--- src/rtl/encoder_round_sequencer_if.sv ---
// Handshake bundle between the round sequencer and the matrix-encoder datapath.
// The master side is the sequencer; the slave side is the datapath (or a test stub).
interface encoder_round_sequencer_if #(
  parameter int ADDR_W  = 6,
  parameter int ROUND_W = 5
);
  logic               start;
  logic               abort;
  logic               done1;
  logic               done2;
  logic               done3;
  logic               done4;
  logic               done5;
  logic               busy;
  logic               inreg_en;
  logic               wr_en;
  logic [ADDR_W-1:0]  line_addr;
  logic               colParity_en;
  logic               rotate_en;
  logic               permute_en;
  logic               revaluate_en;
  logic               addRC_en;
  logic [ROUND_W-1:0] round_idx;
  logic               done;
  logic               err;

  modport master (
    input  start, abort, done1, done2, done3, done4, done5,
    output busy, inreg_en, wr_en, line_addr,
           colParity_en, rotate_en, permute_en, revaluate_en, addRC_en,
           round_idx, done, err
  );

  modport slave (
    output start, abort, done1, done2, done3, done4, done5,
    input  busy, inreg_en, wr_en, line_addr,
           colParity_en, rotate_en, permute_en, revaluate_en, addRC_en,
           round_idx, done, err
  );
endinterface

--- src/rtl/encoder_round_sequencer.sv ---
// Job sequencer for the matrix encoder: load lines, run the five step units for
// every round with a per-stage watchdog, write lines back. All outputs are registered.
module encoder_round_sequencer #(
  parameter int NUM_LINES  = 64,
  parameter int ADDR_W     = 6,
  parameter int NUM_ROUNDS = 24,
  parameter int ROUND_W    = 5,
  parameter int TIMEOUT    = 255
) (
  input  logic                      clk,
  input  logic                      rst,
  encoder_round_sequencer_if.master bus
);

  localparam int NUM_STAGES = 5;
  localparam int WD_W       = 8;
  localparam logic [ADDR_W-1:0]  LAST_ADDR  = ADDR_W'(NUM_LINES - 1);
  localparam logic [ROUND_W-1:0] LAST_ROUND = ROUND_W'(NUM_ROUNDS - 1);
  localparam logic [WD_W-1:0]    WD_LAST    = WD_W'(TIMEOUT - 1);

  typedef enum logic [3:0] {
    S_IDLE,
    S_LOAD,
    S_CP,
    S_ROT,
    S_PERM,
    S_REV,
    S_ARC,
    S_WRITE,
    S_DONE,
    S_ERROR
  } state_t;

  state_t                  state_reg, state_next;
  logic [ADDR_W-1:0]       addr_reg, addr_next;
  logic [ROUND_W-1:0]      round_reg, round_next;
  logic [WD_W-1:0]         wd_reg, wd_next;
  logic [NUM_STAGES-1:0]   stage_done;
  logic [NUM_STAGES-1:0]   cur_stage;
  logic [NUM_STAGES-1:0]   stage_sel_next;
  logic [NUM_STAGES-1:0]   en_out;
  logic                    stage_hit;
  logic                    wd_expired;
  logic                    inreg_reg, wr_reg, done_reg, err_reg, busy_reg;

  // One-hot stage select, bit 0 = column-parity ... bit 4 = add-round-constant.
  function automatic logic [NUM_STAGES-1:0] stage_of(state_t s);
    logic [NUM_STAGES-1:0] sel;
    sel = '0;
    case (s)
      S_CP:    sel = 5'b00001;
      S_ROT:   sel = 5'b00010;
      S_PERM:  sel = 5'b00100;
      S_REV:   sel = 5'b01000;
      S_ARC:   sel = 5'b10000;
      default: sel = '0;
    endcase
    return sel;
  endfunction

  assign stage_done = {bus.done5, bus.done4, bus.done3, bus.done2, bus.done1};

  always_comb begin
    state_next = state_reg;
    addr_next  = addr_reg;
    round_next = round_reg;
    wd_next    = wd_reg + WD_W'(1);
    cur_stage  = stage_of(state_reg);
    // Only the done of the active stage is honoured; a done on the last watchdog cycle still wins.
    stage_hit  = |(cur_stage & stage_done);
    wd_expired = (wd_reg == WD_LAST);

    unique case (state_reg)
      S_IDLE, S_ERROR: begin
        if (bus.start) begin
          state_next = S_LOAD;
          addr_next  = '0;
          round_next = '0;
        end
      end
      S_LOAD: begin
        addr_next = addr_reg + ADDR_W'(1);
        if (addr_reg == LAST_ADDR) begin
          state_next = S_CP;
          addr_next  = '0;
        end
      end
      S_CP: begin
        if (stage_hit)       state_next = S_ROT;
        else if (wd_expired) state_next = S_ERROR;
      end
      S_ROT: begin
        if (stage_hit)       state_next = S_PERM;
        else if (wd_expired) state_next = S_ERROR;
      end
      S_PERM: begin
        if (stage_hit)       state_next = S_REV;
        else if (wd_expired) state_next = S_ERROR;
      end
      S_REV: begin
        if (stage_hit)       state_next = S_ARC;
        else if (wd_expired) state_next = S_ERROR;
      end
      S_ARC: begin
        if (stage_hit) begin
          if (round_reg == LAST_ROUND) begin
            state_next = S_WRITE;
            addr_next  = '0;
          end else begin
            state_next = S_CP;
            round_next = round_reg + ROUND_W'(1);
          end
        end else if (wd_expired) begin
          state_next = S_ERROR;
        end
      end
      S_WRITE: begin
        addr_next = addr_reg + ADDR_W'(1);
        if (addr_reg == LAST_ADDR) begin
          state_next = S_DONE;
          addr_next  = '0;
        end
      end
      S_DONE: begin
        state_next = S_IDLE;
      end
      default: begin
        state_next = S_IDLE;
        addr_next  = '0;
        round_next = '0;
      end
    endcase

    // Watchdog restarts on every state change, including ARC -> CP between rounds.
    if (state_next != state_reg) begin
      wd_next = '0;
    end

    if (bus.abort) begin
      state_next = S_IDLE;
      addr_next  = '0;
      round_next = '0;
      wd_next    = '0;
    end
  end

  always_ff @(posedge clk) begin
    if (rst) begin
      state_reg <= S_IDLE;
      addr_reg  <= '0;
      round_reg <= '0;
      wd_reg    <= '0;
    end else begin
      state_reg <= state_next;
      addr_reg  <= addr_next;
      round_reg <= round_next;
      wd_reg    <= wd_next;
    end
  end

  // Outputs are decoded from the next state so they line up with the state register.
  always_ff @(posedge clk) begin
    if (rst) begin
      inreg_reg <= 1'b0;
      wr_reg    <= 1'b0;
      done_reg  <= 1'b0;
      err_reg   <= 1'b0;
      busy_reg  <= 1'b0;
    end else begin
      inreg_reg <= (state_next == S_LOAD);
      wr_reg    <= (state_next == S_WRITE);
      done_reg  <= (state_next == S_DONE);
      err_reg   <= (state_next == S_ERROR);
      busy_reg  <= !((state_next == S_IDLE) || (state_next == S_DONE) ||
                     (state_next == S_ERROR));
    end
  end

  assign stage_sel_next = stage_of(state_next);

  generate
    for (genvar gi = 0; gi < NUM_STAGES; gi++) begin : g_stage_en
      logic en_q;
      always_ff @(posedge clk) begin
        if (rst) en_q <= 1'b0;
        else     en_q <= stage_sel_next[gi];
      end
      assign en_out[gi] = en_q;
    end
  endgenerate

  assign bus.colParity_en = en_out[0];
  assign bus.rotate_en    = en_out[1];
  assign bus.permute_en   = en_out[2];
  assign bus.revaluate_en = en_out[3];
  assign bus.addRC_en     = en_out[4];
  assign bus.inreg_en     = inreg_reg;
  assign bus.wr_en        = wr_reg;
  assign bus.line_addr    = addr_reg;
  assign bus.round_idx    = round_reg;
  assign bus.done         = done_reg;
  assign bus.err          = err_reg;
  assign bus.busy         = busy_reg;

endmodule

--- src/flat_wrapper.sv ---
// flat-port wrapper written by rule: the top's interface ports become plain ports
module encoder_round_sequencer_flat 
#(
  parameter int NUM_LINES  = 64,
  parameter int ADDR_W     = 6,
  parameter int NUM_ROUNDS = 24,
  parameter int ROUND_W    = 5,
  parameter int TIMEOUT    = 255
)
  (clk, rst, bus_start, bus_abort, bus_done1, bus_done2, bus_done3, bus_done4, bus_done5, bus_busy, bus_inreg_en, bus_wr_en, bus_line_addr, bus_colParity_en, bus_rotate_en, bus_permute_en, bus_revaluate_en, bus_addRC_en, bus_round_idx, bus_done, bus_err);
  encoder_round_sequencer_if #(.ADDR_W(ADDR_W), .ROUND_W(ROUND_W)) bus_i ();
  input  logic clk;
  input  logic rst;
  input wire logic [$bits(bus_i.start)-1:0] bus_start;
  input wire logic [$bits(bus_i.abort)-1:0] bus_abort;
  input wire logic [$bits(bus_i.done1)-1:0] bus_done1;
  input wire logic [$bits(bus_i.done2)-1:0] bus_done2;
  input wire logic [$bits(bus_i.done3)-1:0] bus_done3;
  input wire logic [$bits(bus_i.done4)-1:0] bus_done4;
  input wire logic [$bits(bus_i.done5)-1:0] bus_done5;
  output wire logic [$bits(bus_i.busy)-1:0] bus_busy;
  output wire logic [$bits(bus_i.inreg_en)-1:0] bus_inreg_en;
  output wire logic [$bits(bus_i.wr_en)-1:0] bus_wr_en;
  output wire logic [$bits(bus_i.line_addr)-1:0] bus_line_addr;
  output wire logic [$bits(bus_i.colParity_en)-1:0] bus_colParity_en;
  output wire logic [$bits(bus_i.rotate_en)-1:0] bus_rotate_en;
  output wire logic [$bits(bus_i.permute_en)-1:0] bus_permute_en;
  output wire logic [$bits(bus_i.revaluate_en)-1:0] bus_revaluate_en;
  output wire logic [$bits(bus_i.addRC_en)-1:0] bus_addRC_en;
  output wire logic [$bits(bus_i.round_idx)-1:0] bus_round_idx;
  output wire logic [$bits(bus_i.done)-1:0] bus_done;
  output wire logic [$bits(bus_i.err)-1:0] bus_err;
  assign bus_i.start = bus_start;
  assign bus_i.abort = bus_abort;
  assign bus_i.done1 = bus_done1;
  assign bus_i.done2 = bus_done2;
  assign bus_i.done3 = bus_done3;
  assign bus_i.done4 = bus_done4;
  assign bus_i.done5 = bus_done5;
  assign bus_busy = bus_i.busy;
  assign bus_inreg_en = bus_i.inreg_en;
  assign bus_wr_en = bus_i.wr_en;
  assign bus_line_addr = bus_i.line_addr;
  assign bus_colParity_en = bus_i.colParity_en;
  assign bus_rotate_en = bus_i.rotate_en;
  assign bus_permute_en = bus_i.permute_en;
  assign bus_revaluate_en = bus_i.revaluate_en;
  assign bus_addRC_en = bus_i.addRC_en;
  assign bus_round_idx = bus_i.round_idx;
  assign bus_done = bus_i.done;
  assign bus_err = bus_i.err;
  encoder_round_sequencer #(.NUM_LINES(NUM_LINES), .ADDR_W(ADDR_W), .NUM_ROUNDS(NUM_ROUNDS), .ROUND_W(ROUND_W), .TIMEOUT(TIMEOUT)) u_core (.clk(clk), .rst(rst), .bus(bus_i));
endmodule
--- config.mk ---
export PLATFORM = sky130hd
export DESIGN_NAME = encoder_round_sequencer_flat
export DESIGN_NICKNAME = d
export VERILOG_FILES = /design/src/rtl/encoder_round_sequencer_if.sv /design/src/rtl/encoder_round_sequencer.sv /design/src/flat_wrapper.sv
export SDC_FILE = /design/constraint.sdc
export NUM_CORES = 1
export LEC_CHECK = 0
export CAP_MARGIN = 20
export CORE_ASPECT_RATIO = 1.75
export CORE_MARGIN = 3
export CORE_UTILIZATION = 40
export CTS_CLUSTER_DIAMETER = 30
export DETAILED_ROUTE_END_ITERATION = 12
export GPL_ROUTABILITY_DRIVEN = 0
export HOLD_SLACK_MARGIN = 0.15
export PLACE_DENSITY = 0.75
export SLEW_MARGIN = 20
export SYNTH_ARGS = -nofsm -noshare
export SYNTH_HDL_FRONTEND = slang
export SYNTH_SLANG_ARGS = --single-unit
--- constraint.sdc ---
create_clock -name clk -period 2.2 [get_ports clk]
set_clock_uncertainty 0.1 [all_clocks]
set_input_delay 0.22 -clock clk [delete_from_list [all_inputs] [get_ports clk]]
set_output_delay 0.22 -clock clk [all_outputs]
set_load 0.1 [all_outputs]
==> summary.txt <==
Clock tree
  – Number of clock sinks: 33
  – Clk slew on worst S/H paths: ~0.07 ns
  – CTS tree: yes
  – Longest Clk Path Bufs: 2
  – H-Tree Level Count: 2
  – CTS root buf: clkbuf_8
  – Number of CTS-inserted buffers: 5
  – Skew-Pair Late Insertion Delay: ~0.29 ns

Floorplan
  – Core area: 0.00452 sq mm
  – Die area: 0.00575 sq mm
  – Starting Density: a little over two fifths
  – Chip width: 58.6 um
  – Site Rows: 32
  – I/O pins: 30
  – Chip height: 98.1 um

Placed design
  – Dpl ws: -0.326 ns
  – Hpwl dp: 4160 um
  – Placed Area: 0.00254 sq mm
  – Number of I/O port buffers: 29

Routing
  – DR vias/cell: 5.86
  – Routed Wire Length: 5420 um
  – Total number of vias: about 2100
  – DRC violations left: 0
  – Wire per inst: around 15 um
  – Detailed Route Iter0 Violations: 119
  – Detail Route Antenna Nets: 0
  – Router iterations before antenna repair: 4

Final layout
  – P&R area growth vs syn: 41.6%
  – Multi-input combinational cell area: 0.00131 sq mm
  – Register Area: about 700 sq um
  – Max reg flops: 8
  – Share of layout cells above drive strength 1: 38.3%
  – NumNets Final: 312
  – Fin area: 0.00275 sq mm
  – Antenna cells: 0
  – Fill cells: 403

Worst setup path
  – Worst R2R Start: u_core.state_reg[2]$_SDFF_PP0_
  – Worst Path Required: 2.27 ns
  – Crit path launch: u_core.state_reg[2]$_SDFF_PP0_
  – CP startpoint kind: register
  – Reg2reg end: u_core.bus.busy$_SDFF_PP0_
  – Setup CP Type: register to register
  – Setup crit end: u_core.bus.busy$_SDFF_PP0_
  – Max FO, Critical Path: 13
  – CP endpoint kind: register
  – Reg2reg path depth: 6
  – CP Data Arrival Time: roughly 2.2 ns
  – Reg2reg setup slack: roughly 0.028 ns

STA
  – Worst hold margin: 0.386 ns
  – Final hold vios: 0
  – Final setup vio count: 0
  – Fin worst setup slack: 0.0282 ns
  – Final min period: 2.17 ns
  – Final cycle utilization of the critical path: 98.7%
  – RSZ-0062 raised after global routing: yes
  – Relative slew slack: 72.7%
  – Slew @ Worst Pin: 0.406 ns
  – Slew Limit Fails: 0
  – Highest clock rate: roughly 0.46 GHz

Power and ir drop
  – P per Cell Area: 432 mW/mm^2
  – Maximum vdd drop: 0.372 mV
  – Net switching power: just over 300 uW
  – Sequential share of power: 50.3%
  – Total power: 1.19 mW
  – Clock group share of total power: 37.2%
  – Switching share of power: 26.1%
  – Internal power: 877 uW
  – Lkg Pwr: 1.12 nW
  – Combinational power share: about an eighth

Run
  – Max Cap Viol: 0

Global routing
  – Global-route usage over all layers: 19.4%
  – Initial antenna violation count: 0
  – First-pass GRT wire length: 8840 um
  – Vias in the first global route: 1968
  – Largest net degree at the start of global routing: 14
  – Total gr overflow: 0

Synthesis
  – Mapped cell area: 0.00194 sq mm
  – Sequential share of the synthesized area: 34.1%
  – Top cells by count, synth: dfxtp_1 (33), nor2_1 (18), nand2_1 (16)
  – Area leader, netlist: dfxtp_1
  – Post-synth EDFFs: 0
  – Yosys warnings: 0
  – Flop and latch count out of synthesis: 33
  – Synth top area cells: dfxtp_1 (34%), nor2_1 (3.5%), a21oi_1 (3.4%)
  – Most frequent cell after synthesis: dfxtp_1
  – Post-synthesis cell count: 231
  – Fraction of registers with async set/reset: 0%
  – Top-area cell type share of the netlist area: about a third
  – Net count after synthesis: 244
  – Synth cell types: 60
  – Most used DFF post-synth: dfxtp_1
  – Mean Syn Cell Area: 8.39 sq um

Hold path
  – Hold Path Class: register to register

Outcome
  – Status: completed
critical path: stages, from the launching register on:
cell,delay [ns]
dfxtp_4,0.40
nand3b_1,0.18
a211o_4,0.36
and3_4,0.17
a221o_2,0.41
and2_4,0.18
a211o_1,0.26
cells by family after synthesis:
| group | after synthesis | share of synthesized area (%) |
|---|---|---|
| AO/OA/AOI/OAI | 65 | 24.3 |
| XOR/XNOR | 8 | 3.62 |
| adder cells (fa/ha/maj) | 5 | 3.10 |
| buffers and inverters | 19 | 4.52 |
| flip-flops | 33 | 34.1 |
| multiplexers | 2 | 1.10 |
| AND/OR/NAND/NOR | 99 | 29.2 |
placed cells by master (no fill, tap or decap), types with 3 or more instances in the layout:
cell              n
dfxtp_1          20
buf_4            63
nand2_1          15
or3_1             5
a21oi_1          12
o211ai_1          4
nor3_1           13
o21ai_0          11
nor2b_1           4
inv_1             9
nor2_2            3
xor2_1            6
dfxtp_4           9
clkbuf_8          5
dfxtp_2           4
and3_1            5
nor2_1           15
a31oi_1           6
clkdlybuf4s50_1   8
nand3_1           7
and3b_1           3
nand4_1           3
power by group through the flow:
stage	logic, mW	registers (mW)	clock network (mW)
after global placement	0.136	0.612	0
after CTS	0.139	0.597	0.449
final	0.148	0.597	0.442
after floorplan	0.0551	0.634	0
after global routing	0.158	0.597	0.479
after detailed placement	0.138	0.612	0
per-layer routing:
layer	vias up	routed length, um	share of wire, %	GRT usage, %
met5	-	0	0	0
met4	0	203	3.7	10.3
met3	15	246	4.5	4.37
met2	56	2780	51	32.8
met1	967	2190	40	21.9
li1	1018	-	-	-
layout make-up:
class | instances | area share, %
Clock buffer | 6 | 2.64
Clock inverter | 2 | 0.365
Inverter | 9 | 1.23
Multi-Input combinational cell | 179 | 47.8
Sequential cell | 33 | 25.5
Tap cell | 51 | 2.32
Timing Repair Buffer | 71 | 20.1
through the flow:
stage	setup TNS (ns)	util, %	std cells
after floorplan	0	-	231
after global placement	-6.08	56.3	341
after detailed placement	-6.89	56.3	341
after CTS	0	58.5	349
after global routing	-0.548	60.7	351
final	0	60.7	351
repair_timing:
item,4_1_cts,5_1_grt
gates resized for setup,7,18
hold buffers,0,0
setup buffers,0,2
endpoints found under the setup margin,32,23
pin swaps,0,2
worst min-delay path by stage:
| stage | to | cells after the start | slack, ns | start |
|---|---|---|---|---|
| after global routing | u_core.bus.line_addr[4]$_SDFFE_PP0P_ | 1 | 0.42 | u_core.bus.line_addr[4]$_SDFFE_PP0P_ |
| after CTS | u_core.bus.line_addr[4]$_SDFFE_PP0P_ | 1 | 0.39 | u_core.bus.line_addr[4]$_SDFFE_PP0P_ |
| after detailed placement | u_core.bus.line_addr[4]$_SDFFE_PP0P_ | 1 | 0.38 | u_core.bus.line_addr[4]$_SDFFE_PP0P_ |
| after global placement | u_core.bus.line_addr[4]$_SDFFE_PP0P_ | 1 | 0.38 | u_core.bus.line_addr[4]$_SDFFE_PP0P_ |
| final | u_core.bus.line_addr[4]$_SDFFE_PP0P_ | 1 | 0.39 | u_core.bus.line_addr[4]$_SDFFE_PP0P_ |
| after floorplan | u_core.bus.colParity_en$_SDFF_PP0_ | 1 | 0.20 | rst |
Note: power is estimated with default switching activity, not from simulation.
